===== src/rtl/testimage_check_if.sv =====
// Pixel stream bus between a video source (master) and the test-image checker (slave).
//
// Handshake: a beat transfers on a rising clock edge where s_axis_tvalid and
// s_axis_tready are both high. The master holds data, strobe and last stable
// while tvalid is high and tready is low. The slave drives tready from a
// register, never combinationally from tvalid.
interface testimage_check_if #(
  parameter int DATA_WIDTH = 24
);
  logic [DATA_WIDTH-1:0]   s_axis_tdata;
  logic [DATA_WIDTH/8-1:0] s_axis_tstrb;
  logic                    s_axis_tvalid;
  logic                    s_axis_tready;
  logic                    s_axis_tlast;

  modport master (
    output s_axis_tdata,
    output s_axis_tstrb,
    output s_axis_tvalid,
    output s_axis_tlast,
    input  s_axis_tready
  );

  modport slave (
    input  s_axis_tdata,
    input  s_axis_tstrb,
    input  s_axis_tvalid,
    input  s_axis_tlast,
    output s_axis_tready
  );
endinterface


===== src/rtl/testimage_check.sv =====
// testimage_check: stream sink that checks the VGA test image pixel by pixel.
// Pixel k (1-based) must carry {k[7:0], k[7:0], k[7:0]} in tdata[23:0].
// Started/stopped by the CHECKON level (synchronised through three flops).
// Optional feature macro: TESTIMAGE_CHECK_TLAST_EN -- also checks that tlast
// is high exactly on the last pixel of each line.
module testimage_check #(
  parameter int C_S_AXIS_DATA_WIDTH = 24,
  parameter int H_ACTIVE            = 640,
  parameter int V_ACTIVE            = 480
) (
  input  logic                s_axi_aclk,
  input  logic                s_axi_aresetn,
  testimage_check_if.slave    s_axis,
  input  logic                CHECKON,
  output logic                CHECKEND,
  output logic [31:0]         CHECK_PIXELCNT,
  output logic [31:0]         CHECK_ERRCNT,
  output logic [31:0]         CHECK_FIRSTERR,
  output logic                CHECK_OK,
  output logic [1:0]          dbg_state
);

  localparam logic [31:0] FRAME  = 32'(H_ACTIVE * V_ACTIVE);
  localparam logic [31:0] H_LAST = 32'(H_ACTIVE - 1);

  if (C_S_AXIS_DATA_WIDTH < 24) begin : g_bad_width
    $error("testimage_check needs at least 24 data bits");
  end

  typedef enum logic [1:0] {
    ST_IDLE = 2'd0,
    ST_RUN  = 2'd1,
    ST_DONE = 2'd2
  } state_t;

  state_t      state;
  logic [2:0]  on_ff;
  logic        start;
  logic        stop;
  logic        beat;
  logic [31:0] pix_next;
  logic [31:0] err_next;
  logic        mismatch;
  logic        frame_end;
  logic        unused_bits;

  assign start     = (on_ff[2:1] == 2'b01);
  assign stop      = ~on_ff[1];
  assign dbg_state = state;

  // tstrb and any data bits above the pixel are intentionally not checked
  assign unused_bits = ^{s_axis.s_axis_tstrb, s_axis.s_axis_tdata, s_axis.s_axis_tlast};

`ifdef TESTIMAGE_CHECK_TLAST_EN
  logic [31:0] col_cnt;  // position of the next pixel within its line
`endif

  // Evaluate the beat on the bus: next pixel index, expected value and error
  always_comb begin
    beat      = s_axis.s_axis_tvalid & s_axis.s_axis_tready;
    pix_next  = CHECK_PIXELCNT + 32'd1;
    mismatch  = (s_axis.s_axis_tdata[23:0] != {3{pix_next[7:0]}});
`ifdef TESTIMAGE_CHECK_TLAST_EN
    mismatch  = mismatch | (s_axis.s_axis_tlast != (col_cnt == H_LAST));
`endif
    err_next  = (CHECK_ERRCNT == 32'hFFFF_FFFF) ? CHECK_ERRCNT : CHECK_ERRCNT + 32'd1;
    frame_end = (pix_next == FRAME);
  end

  // Enable synchroniser, control FSM, counters and registered status outputs.
  // tready/CHECKEND are also gated by on_ff[0] so a dropped enable shows up one
  // edge before the FSM itself returns to IDLE.
  always_ff @(posedge s_axi_aclk) begin
    if (!s_axi_aresetn) begin
      state                <= ST_IDLE;
      on_ff                <= 3'b000;
      s_axis.s_axis_tready <= 1'b0;
      CHECKEND             <= 1'b0;
      CHECK_OK             <= 1'b0;
      CHECK_PIXELCNT       <= 32'd0;
      CHECK_ERRCNT         <= 32'd0;
      CHECK_FIRSTERR       <= 32'd0;
`ifdef TESTIMAGE_CHECK_TLAST_EN
      col_cnt              <= 32'd0;
`endif
    end else begin
      on_ff <= {on_ff[1:0], CHECKON};
      case (state)
        ST_IDLE: begin
          CHECKEND <= 1'b0;
          CHECK_OK <= 1'b0;
          if (start) begin
            CHECK_PIXELCNT       <= 32'd0;
            CHECK_ERRCNT         <= 32'd0;
            CHECK_FIRSTERR       <= 32'd0;
`ifdef TESTIMAGE_CHECK_TLAST_EN
            col_cnt              <= 32'd0;
`endif
            state                <= ST_RUN;
            s_axis.s_axis_tready <= on_ff[0];
          end
        end
        ST_RUN: begin
          if (beat) begin
            CHECK_PIXELCNT <= pix_next;
            if (mismatch) begin
              CHECK_ERRCNT <= err_next;
              if (CHECK_ERRCNT == 32'd0) CHECK_FIRSTERR <= pix_next;
            end
`ifdef TESTIMAGE_CHECK_TLAST_EN
            col_cnt <= (col_cnt == H_LAST) ? 32'd0 : col_cnt + 32'd1;
`endif
          end
          if (stop) begin
            state                <= ST_IDLE;
            s_axis.s_axis_tready <= 1'b0;
            CHECKEND             <= 1'b0;
            CHECK_OK             <= 1'b0;
          end else if (beat && frame_end) begin
            state                <= ST_DONE;
            s_axis.s_axis_tready <= 1'b0;
            CHECKEND             <= on_ff[0];
            CHECK_OK             <= on_ff[0] & (CHECK_ERRCNT == 32'd0) & ~mismatch;
          end else begin
            s_axis.s_axis_tready <= on_ff[0];
          end
        end
        ST_DONE: begin
          s_axis.s_axis_tready <= 1'b0;
          if (stop) begin
            state    <= ST_IDLE;
            CHECKEND <= 1'b0;
            CHECK_OK <= 1'b0;
          end else begin
            CHECKEND <= CHECKEND & on_ff[0];
            CHECK_OK <= CHECK_OK & on_ff[0];
          end
        end
        default: begin
          state                <= ST_IDLE;
          s_axis.s_axis_tready <= 1'b0;
          CHECKEND             <= 1'b0;
          CHECK_OK             <= 1'b0;
        end
      endcase
    end
  end

endmodule


===== src/flat_wrapper.sv =====
// flat-port wrapper written by rule: the top's interface ports become plain ports
module testimage_check_flat 
#(
  parameter int C_S_AXIS_DATA_WIDTH = 24,
  parameter int H_ACTIVE            = 640,
  parameter int V_ACTIVE            = 480
)
  (s_axi_aclk, s_axi_aresetn, CHECKON, CHECKEND, CHECK_PIXELCNT, CHECK_ERRCNT, CHECK_FIRSTERR, CHECK_OK, dbg_state, s_axis_s_axis_tdata, s_axis_s_axis_tstrb, s_axis_s_axis_tvalid, s_axis_s_axis_tlast, s_axis_s_axis_tready);
  testimage_check_if #(.DATA_WIDTH(24)) s_axis_i ();
  input  logic s_axi_aclk;
  input  logic s_axi_aresetn;
  input  logic CHECKON;
  output logic CHECKEND;
  output logic [31:0] CHECK_PIXELCNT;
  output logic [31:0] CHECK_ERRCNT;
  output logic [31:0] CHECK_FIRSTERR;
  output logic CHECK_OK;
  output logic [1:0] dbg_state;
  input wire logic [$bits(s_axis_i.s_axis_tdata)-1:0] s_axis_s_axis_tdata;
  input wire logic [$bits(s_axis_i.s_axis_tstrb)-1:0] s_axis_s_axis_tstrb;
  input wire logic [$bits(s_axis_i.s_axis_tvalid)-1:0] s_axis_s_axis_tvalid;
  input wire logic [$bits(s_axis_i.s_axis_tlast)-1:0] s_axis_s_axis_tlast;
  output wire logic [$bits(s_axis_i.s_axis_tready)-1:0] s_axis_s_axis_tready;
  assign s_axis_i.s_axis_tdata = s_axis_s_axis_tdata;
  assign s_axis_i.s_axis_tstrb = s_axis_s_axis_tstrb;
  assign s_axis_i.s_axis_tvalid = s_axis_s_axis_tvalid;
  assign s_axis_i.s_axis_tlast = s_axis_s_axis_tlast;
  assign s_axis_s_axis_tready = s_axis_i.s_axis_tready;
  testimage_check #(.C_S_AXIS_DATA_WIDTH(C_S_AXIS_DATA_WIDTH), .H_ACTIVE(H_ACTIVE), .V_ACTIVE(V_ACTIVE)) u_core (.s_axi_aclk(s_axi_aclk), .s_axi_aresetn(s_axi_aresetn), .s_axis(s_axis_i), .CHECKON(CHECKON), .CHECKEND(CHECKEND), .CHECK_PIXELCNT(CHECK_PIXELCNT), .CHECK_ERRCNT(CHECK_ERRCNT), .CHECK_FIRSTERR(CHECK_FIRSTERR), .CHECK_OK(CHECK_OK), .dbg_state(dbg_state));
endmodule

===== config.mk =====
export PLATFORM = sky130hd
export DESIGN_NAME = testimage_check_flat
export DESIGN_NICKNAME = d
export VERILOG_FILES = /design/src/rtl/testimage_check_if.sv /design/src/rtl/testimage_check.sv /design/src/flat_wrapper.sv
export SDC_FILE = /design/constraint.sdc
export NUM_CORES = 1
export LEC_CHECK = 0
export CORE_UTILIZATION = 55
export DETAILED_ROUTE_END_ITERATION = 6
export GPL_ROUTABILITY_DRIVEN = 0
export PLACE_DENSITY = 0.84
export SLEW_MARGIN = 10
export SYNTH_ARGS = -nofsm -noshare
export SYNTH_HDL_FRONTEND = slang
export SYNTH_SLANG_ARGS = --single-unit

===== constraint.sdc =====
create_clock -name s_axi_aclk -period 7.6 [get_ports s_axi_aclk]
set_input_delay 0.76 -clock s_axi_aclk [delete_from_list [all_inputs] [get_ports s_axi_aclk]]
set_output_delay 0.76 -clock s_axi_aclk [all_outputs]
set_load 0.1 [all_outputs]

* After elaboration in Yosys (flattened, before gate mapping)
Index checks and enable logic that the tools add are counted.
** Word-level totals
- Bits in registers :: 104
- Output and inout bits :: 101
- Word-level logic and storage cells :: 65
** Cells by class
- Add/subtract/negate cells :: 2
- Equal/unequal tests :: 13
- Muxes and demuxes :: 28
- Bitwise operators :: 6
- Reductions and logical operators :: 8
** Operators by type and width (number)
- 2-to-1 mux 32 bit :: 8
- case mux 32 bit (2 select lines) :: 3
- adder 32 x 1 -> 32 bit, second input constant :: 2
- equality test 32 x 19 -> 1 bit, second input constant :: 1
- equality test 32 bit, second input constant :: 1
- zero test 32 bit :: 1
- inequality test 24 bit :: 1
- AND reduction 5 bit :: 2
- 2-to-1 mux 1 bit :: 9
- 2-to-1 mux 2 bit :: 4
- inequality test 2 x 1 -> 1 bit, second input constant :: 4
- case mux 1 bit (2 select lines) :: 3
- case mux 2 bit (3 select lines) :: 1
- AND reduction 3 bit :: 2
- AND 1 bit :: 5
- equality test 2 x 1 -> 1 bit, second input constant :: 2
- inequality test 2 bit, second input constant :: 2
- inequality test 3 bit, second input constant :: 1
- equality test 2 bit, second input constant :: 1
- zero test 2 bit :: 1
- nonzero test 2 bit :: 1
- logical AND 1 bit :: 1
- inverter 1 bit :: 1

* Logic depth before layout (Yosys ltp)
- Depth after elaboration :: 7
- Gate-level depth with buffers :: 13
- Gate-level depth less buffers :: 10

* Worst setup path before layout
OpenSTA, ideal clock, no wires.
- Path kind :: register -> register
- Start :: register u_core.CHECK_PIXELCNT[0]
- End :: register u_core.CHECK_ERRCNT[30]
- Arrival :: 3508 ps
- Path slack :: 3978 ps
- Stages on the path, launching flop included :: 11
- Buffers on the path :: 2
- Clock period less this slack :: 3622 ps
- Path through :: dfxtp_1 ha_1 or4_1 a222oi_1 o2111ai_1 or4_1 buf_6 nand3_4 buf_8 nor4_1 o21a_1
** On the way
- Longest elaborated chain between the ends :: 4
** Ends and longest elaborated chain
- start, declared :: RTL line testimage_check.sv:16 : output logic [31:0] CHECK_PIXELCNT,
- start signal, assigned :: RTL line testimage_check.sv:105 : CHECK_PIXELCNT <= pix_next;
- adder 32 x 1 -> 32 bit :: RTL line testimage_check.sv:61 : pix_next = CHECK_PIXELCNT + 32'd1;
- inequality test 24 bit :: RTL line testimage_check.sv:62 : mismatch = (s_axis.s_axis_tdata[23:0] != {3{pix_next[7:0]}});
- inequality test 2 x 1 -> 1 bit (no source line)
- AND reduction 5 bit (no source line)
- end signal, assigned :: RTL line testimage_check.sv:107 : CHECK_ERRCNT <= err_next;
- end, declared :: RTL line testimage_check.sv:17 : output logic [31:0] CHECK_ERRCNT,
Every way passes these cells.
A chain may end at the register's enable or synchronous reset.

* Worst setup path in the final report
- Start :: register u_core.CHECK_PIXELCNT[0]
- End :: register u_core.CHECKEND
** On the way
- Longest elaborated chain between the ends :: 4
** Ends and longest elaborated chain
- adder 32 x 1 -> 32 bit :: RTL line testimage_check.sv:61
- equality test 32 x 19 -> 1 bit :: RTL line testimage_check.sv:67 : frame_end = (pix_next == FRAME);
- logical AND 1 bit :: RTL line testimage_check.sv:119 : end else if (beat && frame_end) begin
- inequality test 3 bit (no source line)
- end signal, assigned :: RTL line testimage_check.sv:122 : CHECKEND <= on_ff[0];
- end signal, assigned :: RTL line testimage_check.sv:135 : CHECKEND <= CHECKEND & on_ff[0];
- end, declared :: RTL line testimage_check.sv:15 : output logic CHECKEND,
Every way passes these cells.

==> qor.txt <==
DRC: 0
Die W: 105.4 um
Clock Latency Late Sink: 0.37 ns
# fillers: 830
Hold buffer count at cts: 0
Count of input and output buffers: 128
RSZ-0062 raised after global routing: false
Initial Util: 56.93%
Cell Area, Synth: 5877 um^2
Post-synth EDFFs: 0
Postcts setup bufs: 0
Cell family with most CP delay: simple AND/OR/NAND/NOR gates
Pwr dens: 161.3 nW/um^2
Post-DP HPWL: 11.40 mm
CP startpoint: u_core.CHECK_PIXELCNT[0]
Largest net degree at the start of global routing: 93
Compound-Gate Fraction of Synth Area: 14.92%
Ys flop type: dfxtp_1
Ys Warns: 0
CTS Root Cell: clkbuf_8
Routed vias: 5,936
CP cell instances: ha_1, nand3_2, xnor2_1, or4_1, a2111oi_0, o2111a_1, nand4_1, and2_1, o221a_1
CP endpoint: u_core.CHECKEND
Global-route wire length before repair: 26.27 mm
Setup violations, final: 0
Grt ovf: 0
Flop and latch count out of synthesis: 104
CP Max Fanout: 13
Buf/Inv on CP: 0
Hold Crit Class: reg2reg
Final Max Tran Viols: 0
Hold WS: 0.4651 ns
IR Drop Worst-Case VDD: 104.7 uV
Final wirelength: 16.22 mm
Share of cells above drive strength 1: 3.887%
Die area: 11,100 um^2
Syn_nets: 794
Fin nets: 884
Post-synthesis simple-gate area fraction: 34.19%
CP arrival: 4.31 ns
Period utilisation layout: 53.33%
Synth area leader: dfxtp_1
Core region area: 10,320 um^2
Worst-path clk slew: 0.10 ns
Reg2reg end: u_core.CHECKEND
Drt pass-1 iters: 5
Setup CP Type: reg2reg
R2R Path Start: u_core.CHECK_PIXELCNT[0]
H-tree levels: 3
Initial antenna violation count: 0
Resized Gates After CTS: 0
CTS Sinks: 104
Die extent in y: 105.4 um
Total CTS buffers: 9
Status: complete, no violations
Drt via density: 6.026
Seq/Total Area, Yosys: 35.43%
Setup WS post-layout: 3.547 ns
Worst slew margin: 32.24%
Post-Synth Adder-Cell Area: 1.703%
Reg-to-reg slack, setup: 3.55 ns
Synth top area share: 35.43%
Drt wl/cell: 16.46 um
Cell Rows: 37
Initial drt markers: 533
Count of unique library cells instantiated by Yosys: 62
Ports: 133
Setup crit end kind: flip-flop
CTS tree: done
MaxCap Viol Count: 0
Place WS: 3.645 ns
R2r worst-path depth: 9
Largest family of logic cells by synthesized area: simple AND/OR/NAND/NOR gates
Vias in the first global route: 5,412
Max Freq: 246.7 MHz
Fin crit period: 4.053 ns
WP depth: 9
Synth Instances: 754
Post-Syn Area per Cell: 7.794 um^2
Ys async rst share: 0%
Setup TNS: 0 ns
Syn-to-layout area delta: 24.63%
Crit path launch type: flip-flop
Slowest CP cell: a2111oi_0
Clock Path Buffers: 2
Area contributors post-synth: dfxtp_1, nand2_1, nand3_1, o21ai_0, nand4_1
GR Util All Layers: 29.16%
Antenna cells: 0
LEAKAGE: 2.415 nW
Hold path startpoint: u_core.CHECK_FIRSTERR[17]
Setup Skew: 0.01425 ns
Data required, critical path: 7.86 ns
Post-route ant nets: 0
Worst-margin pin slew: 1.013 ns
Final hold viol count: 0
Slowest cell delay on critical path: 0.72 ns
Xor/xnor cell area share of the yosys netlist: 6.706%
Mux contribution to synthesized area: 1.533%
==> power breakdown <==
group	internal [mW]	switching, mW	total [mW]
combinational	0.0588	0.179	0.238
clock	0.195	0.192	0.388
sequential	0.550	0.00628	0.556
total	0.804	0.378	1.18
==> metal layers <==
metal	vias to the layer above	global-route usage [%]	share of wire, %
met4	0	9.557	1.8
met3	27	5.133	7.4
met5	-	0	0
met1	2801	39.51	44
li1	2873	-	-
met2	235	46.90	47
==> cell families after synthesis <==
family | after synthesis
xor+xnor | 45
simple gates | 374
flops | 104
mux | 9
buf+inv | 69
compound gates | 145
fa+ha+maj | 8
==> layout make-up <==
| type | instances | area, um^2 | share of cell area (%) |
|---|---|---|---|
| multi-input cells | 581 | 3478 | 47.49 |
| flip-flops and latches | 104 | 2082 | 28.43 |
| repair buffers | 134 | 1321 | 18.04 |
| well taps | 136 | 170.2 | 2.323 |
| clock buffers | 11 | 141.4 | 1.930 |
| clock inverters | 5 | 78.83 | 1.076 |
| inverters | 14 | 52.55 | 0.7175 |
==> state kept, by name (all words and copies together), names as in the netlist <==
signal	cells
u_core.CHECK_ERRCNT	32
u_core.CHECKEND	1
u_core.CHECK_FIRSTERR	32
u_core.on_ff	3
u_core.dbg_state	2
u_core.CHECK_OK	1
u_core.CHECK_PIXELCNT	32
u_core.s_axis.s_axis_tready	1
==> layout by cell type (no fill, tap or decap), drive strengths merged, types with 2 or more instances in the layout <==
master,instances
ha,8
a22oi,3
nand3b,3
xor2,22
clkinv,2
nor4,19
o31ai,5
nor2,37
nand3,58
nor3,30
and4,6
a2111oi,2
or4,7
clkdlybuf4s50,127
nand2b,3
inv,15
nand2,103
and3,12
nand4,35
o21ai,60
and2,15
o2111a,2
a21oi,38
a21boi,9
mux2i,9
clkbuf,11
dfxtp,104
nor4b,2
o21a,9
bufinv,2
buf,7
o211ai,4
or3,20
xnor2,23
nand4b,4
nor2b,19
==> stage by stage <==
| step | instance area [um^2] | total power, mW | instances | util (%) |
|---|---|---|---|---|
| after detailed placement | 7104 | 0.8014 | 969 | 68.82 |
| after floorplan | 5877 | 0.7300 | 754 | - |
| after CTS | 7325 | 1.179 | 985 | 70.95 |
| after global routing | 7325 | 1.224 | 985 | 70.95 |
| after global placement | 7104 | 0.7966 | 969 | 68.82 |
| final | 7325 | 1.181 | 985 | 70.95 |
==> synth_stat cells, types with 3 or more instances <==
library cell,instances
a21oi_1,37
clkbuf_1,34
o211ai_1,4
a22oi_1,3
nand4b_1,4
or3_1,20
o21ai_0,50
mux2i_1,9
xor2_1,22
and2_1,15
a21boi_0,8
nand4_1,34
o31ai_1,5
xnor2_1,23
nor4_1,15
and4_1,6
buf_4,4
nor3_1,29
o21a_1,9
nor2b_1,19
buf_1,5
nand2b_1,3
buf_2,6
or4_1,7
inv_1,14
o21ai_1,10
and3_1,12
dfxtp_1,104
ha_1,8
nand3_1,55
nand3b_1,3
nand2_1,102
buf_6,4
nor2_1,37
==> tightest hold or removal path, stage by stage (launching register included) <==
cell and delay (ns):
dfxtp_1 0.32, nand2_1 0.05, o21ai_0 0.06
==> how the worst min path moves through the flow <==
stage	slack, ns	cells past startpoint	end
after floorplan	0.47	1	u_core.on_ff[1]
after global placement	0.45	2	u_core.CHECK_FIRSTERR[24]
after global routing	0.48	2	u_core.CHECK_FIRSTERR[17]
after detailed placement	0.45	2	u_core.CHECK_FIRSTERR[8]
final	0.47	2	u_core.CHECK_FIRSTERR[17]
after CTS	0.47	2	u_core.CHECK_FIRSTERR[17]
Power figures use the tool's default switching activity.
